==> config.mk <==
export PLATFORM = sky130hd
export DESIGN_NAME = unified_mem_arbiter
export DESIGN_NICKNAME = d
export VERILOG_FILES = /design/src/rtl/unified_mem_arbiter.sv
export SDC_FILE = /design/constraint.sdc
export NUM_CORES = 1
export LEC_CHECK = 0
export CORE_MARGIN = 2
export CORE_UTILIZATION = 44
export DETAILED_ROUTE_END_ITERATION = 7
export PLACE_DENSITY = 0.86
export SYNTH_ARGS = -nofsm -noshare
export SYNTH_HDL_FRONTEND = slang
export SYNTH_SLANG_ARGS = --single-unit
==> constraint.sdc <==
create_clock -name clk -period 2.5 [get_ports clk]
set_input_delay 0.5 -clock clk [delete_from_list [all_inputs] [get_ports clk]]
set_output_delay 0.5 -clock clk [all_outputs]
set_load 0.01 [all_outputs]
==> src/rtl/unified_mem_arbiter.sv <==
// Arbitrates the instruction-fetch and load/store ports onto one single-port memory.
// Data requests win by default, and a streak limit keeps instruction fetch from starving.
module unified_mem_arbiter #(
  parameter int unsigned ADDR_W     = 32,
  parameter int unsigned DATA_W     = 32,
  parameter int unsigned MEM_LAT    = 1,
  parameter int unsigned MAX_STREAK = 4
) (
  input  logic                clk,
  input  logic                reset,
  input  logic                if_req,
  input  logic [ADDR_W-1:0]   if_addr,
  output logic                if_ack,
  output logic [DATA_W-1:0]   if_rdata,
  input  logic                d_req,
  input  logic                d_we,
  input  logic [DATA_W/8-1:0] d_be,
  input  logic [ADDR_W-1:0]   d_addr,
  input  logic [DATA_W-1:0]   d_wdata,
  output logic                d_ack,
  output logic [DATA_W-1:0]   d_rdata,
  output logic                mem_en,
  output logic                mem_we,
  output logic [DATA_W/8-1:0] mem_be,
  output logic [ADDR_W-1:0]   mem_addr,
  output logic [DATA_W-1:0]   mem_wdata,
  input  logic [DATA_W-1:0]   mem_rdata,
  output logic                busy,
  output logic                grant_owner
);

  localparam int unsigned BE_W     = DATA_W / 8;
  localparam int unsigned STREAK_W = $clog2(MAX_STREAK + 1);
  localparam int unsigned LAT_W    = 3;

  typedef enum logic [1:0] {
    ST_IDLE  = 2'd0,
    ST_ISSUE = 2'd1,
    ST_WAIT  = 2'd2,
    ST_RESP  = 2'd3
  } state_t;

  state_t              state, state_nxt;
  logic [STREAK_W-1:0] streak, streak_nxt;
  logic [LAT_W-1:0]    wait_cnt, wait_cnt_nxt;
  logic                pick_data;
  logic                owner_nxt;
  logic                mem_en_nxt, mem_we_nxt;
  logic [BE_W-1:0]     mem_be_nxt;
  logic [ADDR_W-1:0]   mem_addr_nxt;
  logic [DATA_W-1:0]   mem_wdata_nxt;
  logic                if_ack_nxt, d_ack_nxt, busy_nxt;
  logic [DATA_W-1:0]   if_rdata_nxt, d_rdata_nxt;

  // Next-state and next-output logic; every register holds unless a state updates it.
  always_comb begin
    state_nxt     = state;
    streak_nxt    = streak;
    wait_cnt_nxt  = wait_cnt;
    pick_data     = 1'b0;
    owner_nxt     = grant_owner;
    mem_en_nxt    = 1'b0;
    mem_we_nxt    = mem_we;
    mem_be_nxt    = mem_be;
    mem_addr_nxt  = mem_addr;
    mem_wdata_nxt = mem_wdata;
    if_ack_nxt    = 1'b0;
    d_ack_nxt     = 1'b0;
    if_rdata_nxt  = if_rdata;
    d_rdata_nxt   = d_rdata;

    unique case (state)
      ST_IDLE: begin
        if (if_req || d_req) begin
          pick_data  = d_req && !(if_req && (streak == STREAK_W'(MAX_STREAK)));
          mem_en_nxt = 1'b1;
          state_nxt  = ST_ISSUE;
          if (pick_data) begin
            owner_nxt     = 1'b1;
            mem_we_nxt    = d_we;
            mem_be_nxt    = d_be;
            mem_addr_nxt  = d_addr;
            mem_wdata_nxt = d_wdata;
            // Only a grant that makes a fetch wait counts towards the streak.
            if (!if_req) begin
              streak_nxt = '0;
            end else if (streak != STREAK_W'(MAX_STREAK)) begin
              streak_nxt = streak + STREAK_W'(1);
            end
          end else begin
            owner_nxt     = 1'b0;
            mem_we_nxt    = 1'b0;
            mem_be_nxt    = '1;
            mem_addr_nxt  = if_addr;
            mem_wdata_nxt = '0;
            streak_nxt    = '0;
          end
        end
      end
      ST_ISSUE: begin
        wait_cnt_nxt = LAT_W'(MEM_LAT);
        state_nxt    = ST_WAIT;
      end
      ST_WAIT: begin
        if (wait_cnt <= LAT_W'(1)) begin
          wait_cnt_nxt = '0;
          state_nxt    = ST_RESP;
          if (grant_owner) begin
            d_ack_nxt = 1'b1;
            if (!mem_we) begin
              d_rdata_nxt = mem_rdata;
            end
          end else begin
            if_ack_nxt   = 1'b1;
            if_rdata_nxt = mem_rdata;
          end
        end else begin
          wait_cnt_nxt = wait_cnt - LAT_W'(1);
        end
      end
      ST_RESP: begin
        state_nxt = ST_IDLE;
      end
      default: begin
        state_nxt = ST_IDLE;
      end
    endcase

    busy_nxt = (state_nxt != ST_IDLE);
  end

  // State and output registers.
  always_ff @(posedge clk) begin
    if (reset) begin
      state       <= ST_IDLE;
      streak      <= '0;
      wait_cnt    <= '0;
      grant_owner <= 1'b0;
      mem_en      <= 1'b0;
      mem_we      <= 1'b0;
      mem_be      <= '0;
      mem_addr    <= '0;
      mem_wdata   <= '0;
      if_ack      <= 1'b0;
      d_ack       <= 1'b0;
      if_rdata    <= '0;
      d_rdata     <= '0;
      busy        <= 1'b0;
    end else begin
      state       <= state_nxt;
      streak      <= streak_nxt;
      wait_cnt    <= wait_cnt_nxt;
      grant_owner <= owner_nxt;
      mem_en      <= mem_en_nxt;
      mem_we      <= mem_we_nxt;
      mem_be      <= mem_be_nxt;
      mem_addr    <= mem_addr_nxt;
      mem_wdata   <= mem_wdata_nxt;
      if_ack      <= if_ack_nxt;
      d_ack       <= d_ack_nxt;
      if_rdata    <= if_rdata_nxt;
      d_rdata     <= d_rdata_nxt;
      busy        <= busy_nxt;
    end
  end

endmodule

==> results by group, run 1 <==
Finish
  • Antenna cells: 0
  • Share of layout cells above drive strength 1: under 10%
  • Most frequent cells in the layout: clkdlybuf4s50_1, dfxtp_1, o21ai_0
  • Layout area overhead: 62.0%
  • Final instance area: approximately 0.009 mm2
  • Commonest non-fill, non-tap cell in the layout: clkdlybuf4s50_1
  • Nets: around 1.0k

Floorplanning
  • Die Wd: 118 um
  • Std-Cell Rows: 41
  • Die height: between 100 and 150 um
  • IO Pins: about 280
  • Die ar.: approximately 0.014 mm2
  • Core area: 0.0126 mm2
  • Initial Utilization: between 40% and 50%

Setup path
  • Arr. time, crit path: 1.54 ns
  • Critical Path Max Stage Delay: 0.63 ns
  • CP Capture Type: primary output
  • Slowest cell on crit path: clkdlybuf4s50_1
  • CP required: ~2 ns
  • Crit path cell chain: clkdlybuf4s50_1
  • Critical Path Fanout Max: 7
  • WS Path Type: flop to primary output
  • CP startpoint kind: flop
  • Worst Path Buf+Inv: 1
  • Crit path max-delay family: buffers and inverters

Global route
  • Vias in the first global route: ~5.6k
  • GR Overflow Total: 0
  • Largest net degree at the start of global routing: 40
  • First-pass GRT wire length: 29.1 mm
  • GRT Overall Usage: a little over a quarter
  • Antenna violations before repair: 0

Power and ir drop
  • Clock power share: between 30% and 40%
  • Worst ir drop on vdd: 0.469 mV
  • Logic pwr share: roughly 33%
  • Switch Pwr: 0.00261 W
  • Sequential power share: between 30% and 40%
  • P_leak: about 3.3 nW
  • Internal: around 0.006 W
  • Sw Share: 30.3%
  • Cell Pwr Density: a little over 900 mW/mm2

Clock network
  • Root Buffer: clkbuf_16
  • H-tree levels: 4
  • Number of post-CTS setup repair buffers: 0
  • Worst-skew pair later-pin latency: 0.42 ns
  • Clock buffer count from CTS: 17
  • CTS Sinks: 146
  • Hold buffer count at CTS: 0
  • CTS Buffer Depth: 2
  • CTS tree: done
  • Resize count post-CTS: 0
  • CTS clk-pin slew, worst paths: 0.06 ns

Place
  • PortBufs: 274
  • Post-DP Area: between 0.008 and 0.009 mm2
  • RePlAce Congestion: 0.827
  • HPWL Detailed: ~13 mm

Synth
  • Cells after synthesis: around 630
  • Area leader, netlist: dfxtp_1
  • Post-synthesis sequential area ratio: 51.3%
  • Share of the synthesized area in the top cell type: between 50% and 60%
  • FFs w/ async S/R, synth: 0%
  • FF+latch count, synth: 146
  • Post-synth EDFFs: 0
  • Area contributors post-synth: dfxtp_1, o21ai_0, a21oi_1
  • Main flop type after synthesis: dfxtp_1
  • Yosys warnings: 0
  • Syn_area_per_cell: a little over 9 um2
  • Mapped Area: 0.00569 mm2
  • Mapped Nets: between 700 and 800
  • Synth cell types: 42

Timing
  • Fmax: roughly 490 MHz
  • Final worst-path cycle share: 81.6%
  • Final Critical Period: a little over 2 ns
  • Clock skew: about 0.0055 ns
  • Rel. slew slack: 39.8%
  • RSZ-0062 raised after global routing: false
  • Worst Max-Slew Pin Slew: about 0.90 ns
  • Slew Limit Fails: 0
  • Sum of negative setup slack: 0 ns
  • Hold Fails Final Rpt: 0
  • # setup viols final: 0

Run
  • Max cap viols: 0

Route
  • WL per Instance: between 15 and 20 um
  • # DRC: 0
  • Vias: just under 6k
  • Final WL: roughly 19 mm
  • Iter 0 DRT Violations: just under 600
  • Drt first pass iters: 5
  • DR vias/cell: 5.55
  • Post-route ant nets: 0

Worst hold path
  • HP Class: input pin to flop

Outcome
  • Status: complete, no violations
-- final timing paths --
path	end	slack, ns	start	cells after the start
max	grant_owner	0.46	grant_owner	1
min reg2reg	if_rdata[23]	0.46	if_rdata[23]	2
max reg2reg	mem_wdata[0]	0.52	streak[0]	6
min	mem_en	0.39	reset	2
-- routing by layer --
metal	vias to the layer above	wire length, um	part of all wire (%)	GRT usage [%]
li1	2760	-	-	-
met1	2757	7360	40	30.6
met2	340	8790	47	43.0
met3	44	1800	9.7	9.50
met4	0	609	3.3	10.8
met5	-	0	0	0
-- final cells by class --
| cell class | instances | area, um2 |
|---|---|---|
| clock buffers | 22 | 494 |
| fillers | 920 | 3390 |
| flip-flops and latches | 146 | 2920 |
| multi-input cells | 409 | 2460 |
| clock inverters | 9 | 151 |
| well taps | 172 | 215 |
| repair buffers | 295 | 2950 |
| inverters | 10 | 37.5 |
-- Yosys cell counts, types with 3 or more instances --
library cell / number
dfxtp_1: 146
o21ai_0: 95
a21oi_1: 69
nand2_1: 69
clkbuf_1: 36
nand3_1: 35
a22o_1: 33
a31oi_1: 32
mux2i_1: 32
buf_2: 13
inv_1: 9
ha_1: 6
nor2_1: 5
o21ai_1: 5
buf_1: 4
o221a_2: 4
buf_4: 3
buf_8: 3
-- cell families (layout without fill, tap and decap cells) --
kind of cell             after synthesis  in the layout  synth area share (%)
AO/OA/AOI/OAI                        248            248                  25.7
adder cells (fa/ha/maj)                6              6                  1.32
AND/OR/NAND/NOR                      123            123                  10.2
flip-flops                           146            146                  51.3
multiplexers                          32             32                  5.63
buffers and inverters                 70            336                  5.82
-- registers in the layout, indices dropped and copies added, names as in the netlist, 2 cells and up --
register	count
if_rdata	32
wait_cnt	3
mem_be	4
d_rdata	32
mem_addr	32
mem_wdata	32
streak	3
state	2
-- power groups by stage --
stage,clock network (W),logic (W),registers (W)
3_3_place_gp,0,0.00279,0.00305
5_1_grt,0.00290,0.00305,0.00307
4_1_cts,0.00278,0.00285,0.00302
2_1_floorplan,0,0.00124,0.00321
6_report,0.00275,0.00284,0.00302
3_5_place_dp,0,0.00284,0.00305
-- through the flow --
| stage | cells | util [%] | total power (W) | hold slack, ns | worst slack (ns) |
|---|---|---|---|---|---|
| floorplan | 625 | - | 0.00445 | 0.449 | 0.923 |
| CTS | 1063 | 73.1 | 0.00865 | 0.387 | 0.439 |
| global placement | 1032 | 68.0 | 0.00585 | 0.442 | 0.346 |
| global route | 1063 | 73.1 | 0.00902 | 0.396 | 0.379 |
| finish | 1063 | 73.1 | 0.00861 | 0.389 | 0.460 |
| detailed placement | 1032 | 68.0 | 0.00588 | 0.449 | 0.286 |
Note: power is estimated with default switching activity, not from simulation.
==> inputs of run 2 (changes only) <==
--- a/config.mk
+++ b/config.mk
@@ -6,9 +6,9 @@
 export NUM_CORES = 1
 export LEC_CHECK = 0
 export CORE_MARGIN = 2
-export CORE_UTILIZATION = 44
+export CORE_UTILIZATION = 41
 export DETAILED_ROUTE_END_ITERATION = 7
-export PLACE_DENSITY = 0.86
+export PLACE_DENSITY = 0.81
 export SYNTH_ARGS = -nofsm -noshare
 export SYNTH_HDL_FRONTEND = slang
 export SYNTH_SLANG_ARGS = --single-unit
==> constraint.sdc (replaced) <==
create_clock -name clk -period 2.1 [get_ports clk]
set_input_delay 0.42 -clock clk [delete_from_list [all_inputs] [get_ports clk]]
set_output_delay 0.42 -clock clk [all_outputs]
set_load 0.01 [all_outputs]
==> run 2 against run 1 <==
  * Combinational power rose by 19%
  * Critical path type unchanged
  * Final area fell by 0.80%
  * Final cell count rose by 0.85%
==> results by group, run 2 (same netlist as run 1, synthesis figures left out) <==
Setup path
  • WS Path Type: flop to primary output (unchanged)
  • Worst Reg2Reg Path Length in Cells: 6 (unchanged)
  • Slowest cell on crit path: clkdlybuf4s50_1 (unchanged)
  • Arr. time, crit path: 1.48 ns (was 1.54 ns)
  • CP Capture Type: primary output (unchanged)
  • Crit Reg-Reg Endpoint: d_rdata[17] (was mem_wdata[0])
  • CP required: 1.68 ns (was 2.00 ns)
  • Critical R2R Launch: wait_cnt[1] (was streak[0])
  • Critical Path Fanout Max: 7 (unchanged)
  • Reg-to-reg setup timing slack: 0.25 ns (was 0.52 ns)
  • Crit path max-delay family: buffers and inverters (unchanged)
  • Crit path cell chain: clkdlybuf4s50_1 (unchanged)
  • Worst Path Buf+Inv: 1 (unchanged)
  • Critical Path Max Stage Delay: 0.60 ns (was 0.63 ns)
  • CP startpoint kind: flop (unchanged)

Clock network
  • Clock buffer count from CTS: 17 (unchanged)
  • CTS tree: done (unchanged)
  • Root Buffer: clkbuf_16 (unchanged)
  • Worst-skew pair later-pin latency: 0.41 ns (was 0.42 ns)
  • Number of post-CTS setup repair buffers: 0 (unchanged)
  • CTS Sinks: 146 (unchanged)
  • CTS clk-pin slew, worst paths: 0.06 ns (about the same)
  • Hold buffer count at CTS: 0 (unchanged)
  • CTS Buffer Depth: 2 (unchanged)
  • Resize count post-CTS: 0 (unchanged)
  • H-tree levels: 4 (unchanged)

Outcome
  • Status: complete, no violations (unchanged)

Route
  • Vias: 5766 (was 5901)
  • Iter 0 DRT Violations: 523 (was 583)
  • DR vias/cell: 5.38 (was 5.55)
  • WL per Instance: 16.8 um (was 17.5 um)
  • Drt first pass iters: 5 (unchanged)
  • Post-route ant nets: 0 (unchanged)
  • Final WL: 18.0 mm (was 18.6 mm)
  • # DRC: 0 (unchanged)

Run
  • Max cap viols: 0 (unchanged)

Place
  • Post-DP Area: 0.00858 mm2 (about the same)
  • HPWL Detailed: 12.0 mm (was 12.7 mm)
  • RePlAce Congestion: 0.811 (was 0.827)
  • PortBufs: 274 (unchanged)

Worst hold path
  • HP Class: input pin to flop (unchanged)
  • Worst Hold Path EP: mem_en (unchanged)
  • Cell depth of the worst hold path: 2 (unchanged)
  • Min-delay src: reset (unchanged)

Floorplanning
  • Initial Utilization: 41.5% (was 45.1%)
  • Core area: 0.0137 mm2 (was 0.0126 mm2)
  • Std-Cell Rows: 43 (was 41)
  • Die ar.: 0.0148 mm2 (was 0.0139 mm2)
  • Die Wd: 122 um (was 118 um)
  • IO Pins: 275 (unchanged)
  • Die height: 122 um (was 118 um)

Timing
  • Final worst-path cycle share: around 91%
  • Worst Max-Slew Pin Slew: 0.628 ns (was 0.902 ns)
  • # setup viols final: 0 (unchanged)
  • Final Critical Period: around 1.9 ns
  • Hold slack final: 0.327 ns (was 0.389 ns)
  • Slew Limit Fails: 0 (unchanged)
  • Sum of negative setup slack: 0 ns (unchanged)
  • Rel. slew slack: 58.2% (was 39.8%)
  • Clock skew: 0.00757 ns (was 0.00548 ns)
  • RSZ-0062 raised after global routing: false (unchanged)
  • Hold Fails Final Rpt: 0 (unchanged)
  • Fmax: between 500 and 600 MHz

Power and ir drop
  • Overall Power: 0.00989 W (was 0.00861 W)
  • Cell Pwr Density: 1080 mW/mm2 (was 933 mW/mm2)
  • Worst ir drop on vdd: 0.549 mV (was 0.469 mV)
  • P_leak: 3.29 nW (was 3.34 nW)

Finish
  • Final core occ: 66.7% (was 73.1%)
  • Most frequent cells in the layout: clkdlybuf4s50_1, dfxtp_1, o21ai_0 (unchanged)
  • Layout area overhead: 60.7% (was 62.0%)
  • Share of layout cells above drive strength 1: 6.95% (was 7.30%)
  • Commonest non-fill, non-tap cell in the layout: clkdlybuf4s50_1 (unchanged)
  • Nets: 1022 (unchanged)
  • Final instance area: 0.00915 mm2 (was 0.00923 mm2)
  • Antenna cells: 0 (unchanged)

Global route
  • First-pass GRT wire length: 28.4 mm (was 29.1 mm)
  • Largest net degree at the start of global routing: 67 (was 40)
  • GR Overflow Total: 0 (unchanged)
  • GRT Overall Usage: 24.1% (was 26.0%)
  • Vias in the first global route: 5556 (was 5614)
  • Antenna violations before repair: 0 (unchanged)
run 2: cell types whose count changed in the layout (fill, tap and decap cells not counted):
cell,delta
buf_4,+1
bufinv_16,-2
clkinvlp_4,+2
clkbuf_8,-3
clkbuf_1,+4
buf_12,-1
run 2: stage by stage:
stage	setup slack, ns	std cells
2_1_floorplan	0.523	625
3_3_place_gp	0.213	1040
3_5_place_dp	0.0883	1040
4_1_cts	0.156	1072
5_1_grt	0.113	1072
6_report	0.197	1072
run 2: worst max path at each step:
| stage | startpoint | to | slack [ns] | cells after the start |
|---|---|---|---|---|
| global route | wait_cnt[1] | d_rdata[16] | 0.11 | 6 |
| floorplan | wait_cnt[0] | if_rdata[10] | 0.52 | 6 |
| global placement | d_req | mem_addr[9] | 0.21 | 6 |
| CTS | grant_owner | grant_owner | 0.16 | 1 |
| finish | grant_owner | grant_owner | 0.20 | 1 |
| detailed placement | d_req | mem_addr[10] | 0.09 | 6 |
run 2: cell type report:
class | instances | area, um2
clock inverters | 9 | 106
clock buffers | 23 | 468
well taps | 180 | 225
multi-input cells | 409 | 2460
inverters | 10 | 37.5
flip-flops and latches | 146 | 2920
repair buffers | 295 | 2930
fillers | 1125 | 4570
run 2: routing by layer:
metal	track usage, %	up-vias	share of wire [%]	wire length, um
met3	8.01	24	10	1790
met1	29.4	2685	41	7330
met5	0	-	0	0
li1	-	2762	-	-
met2	39.6	295	47	8520
met4	9.27	0	1.7	309
run 2: report_power, final:
group	total (W)	internal [W]	switching (W)
sequential	0.00358	0.00330	0.000284
combinational	0.00338	0.00170	0.00168
clock	0.00293	0.00181	0.00112
total	0.00989	0.00681	0.00309
==> inputs of run 3 (changes only) <==
--- a/config.mk
+++ b/config.mk
@@ -8,6 +8,7 @@
 export CORE_MARGIN = 2
 export CORE_UTILIZATION = 41
 export DETAILED_ROUTE_END_ITERATION = 7
+export HOLD_SLACK_MARGIN = 0.02
 export PLACE_DENSITY = 0.81
 export SYNTH_ARGS = -nofsm -noshare
 export SYNTH_HDL_FRONTEND = slang
==> results of run 3 <==
Final layout, timing and power as in run 2 (identical DEF).
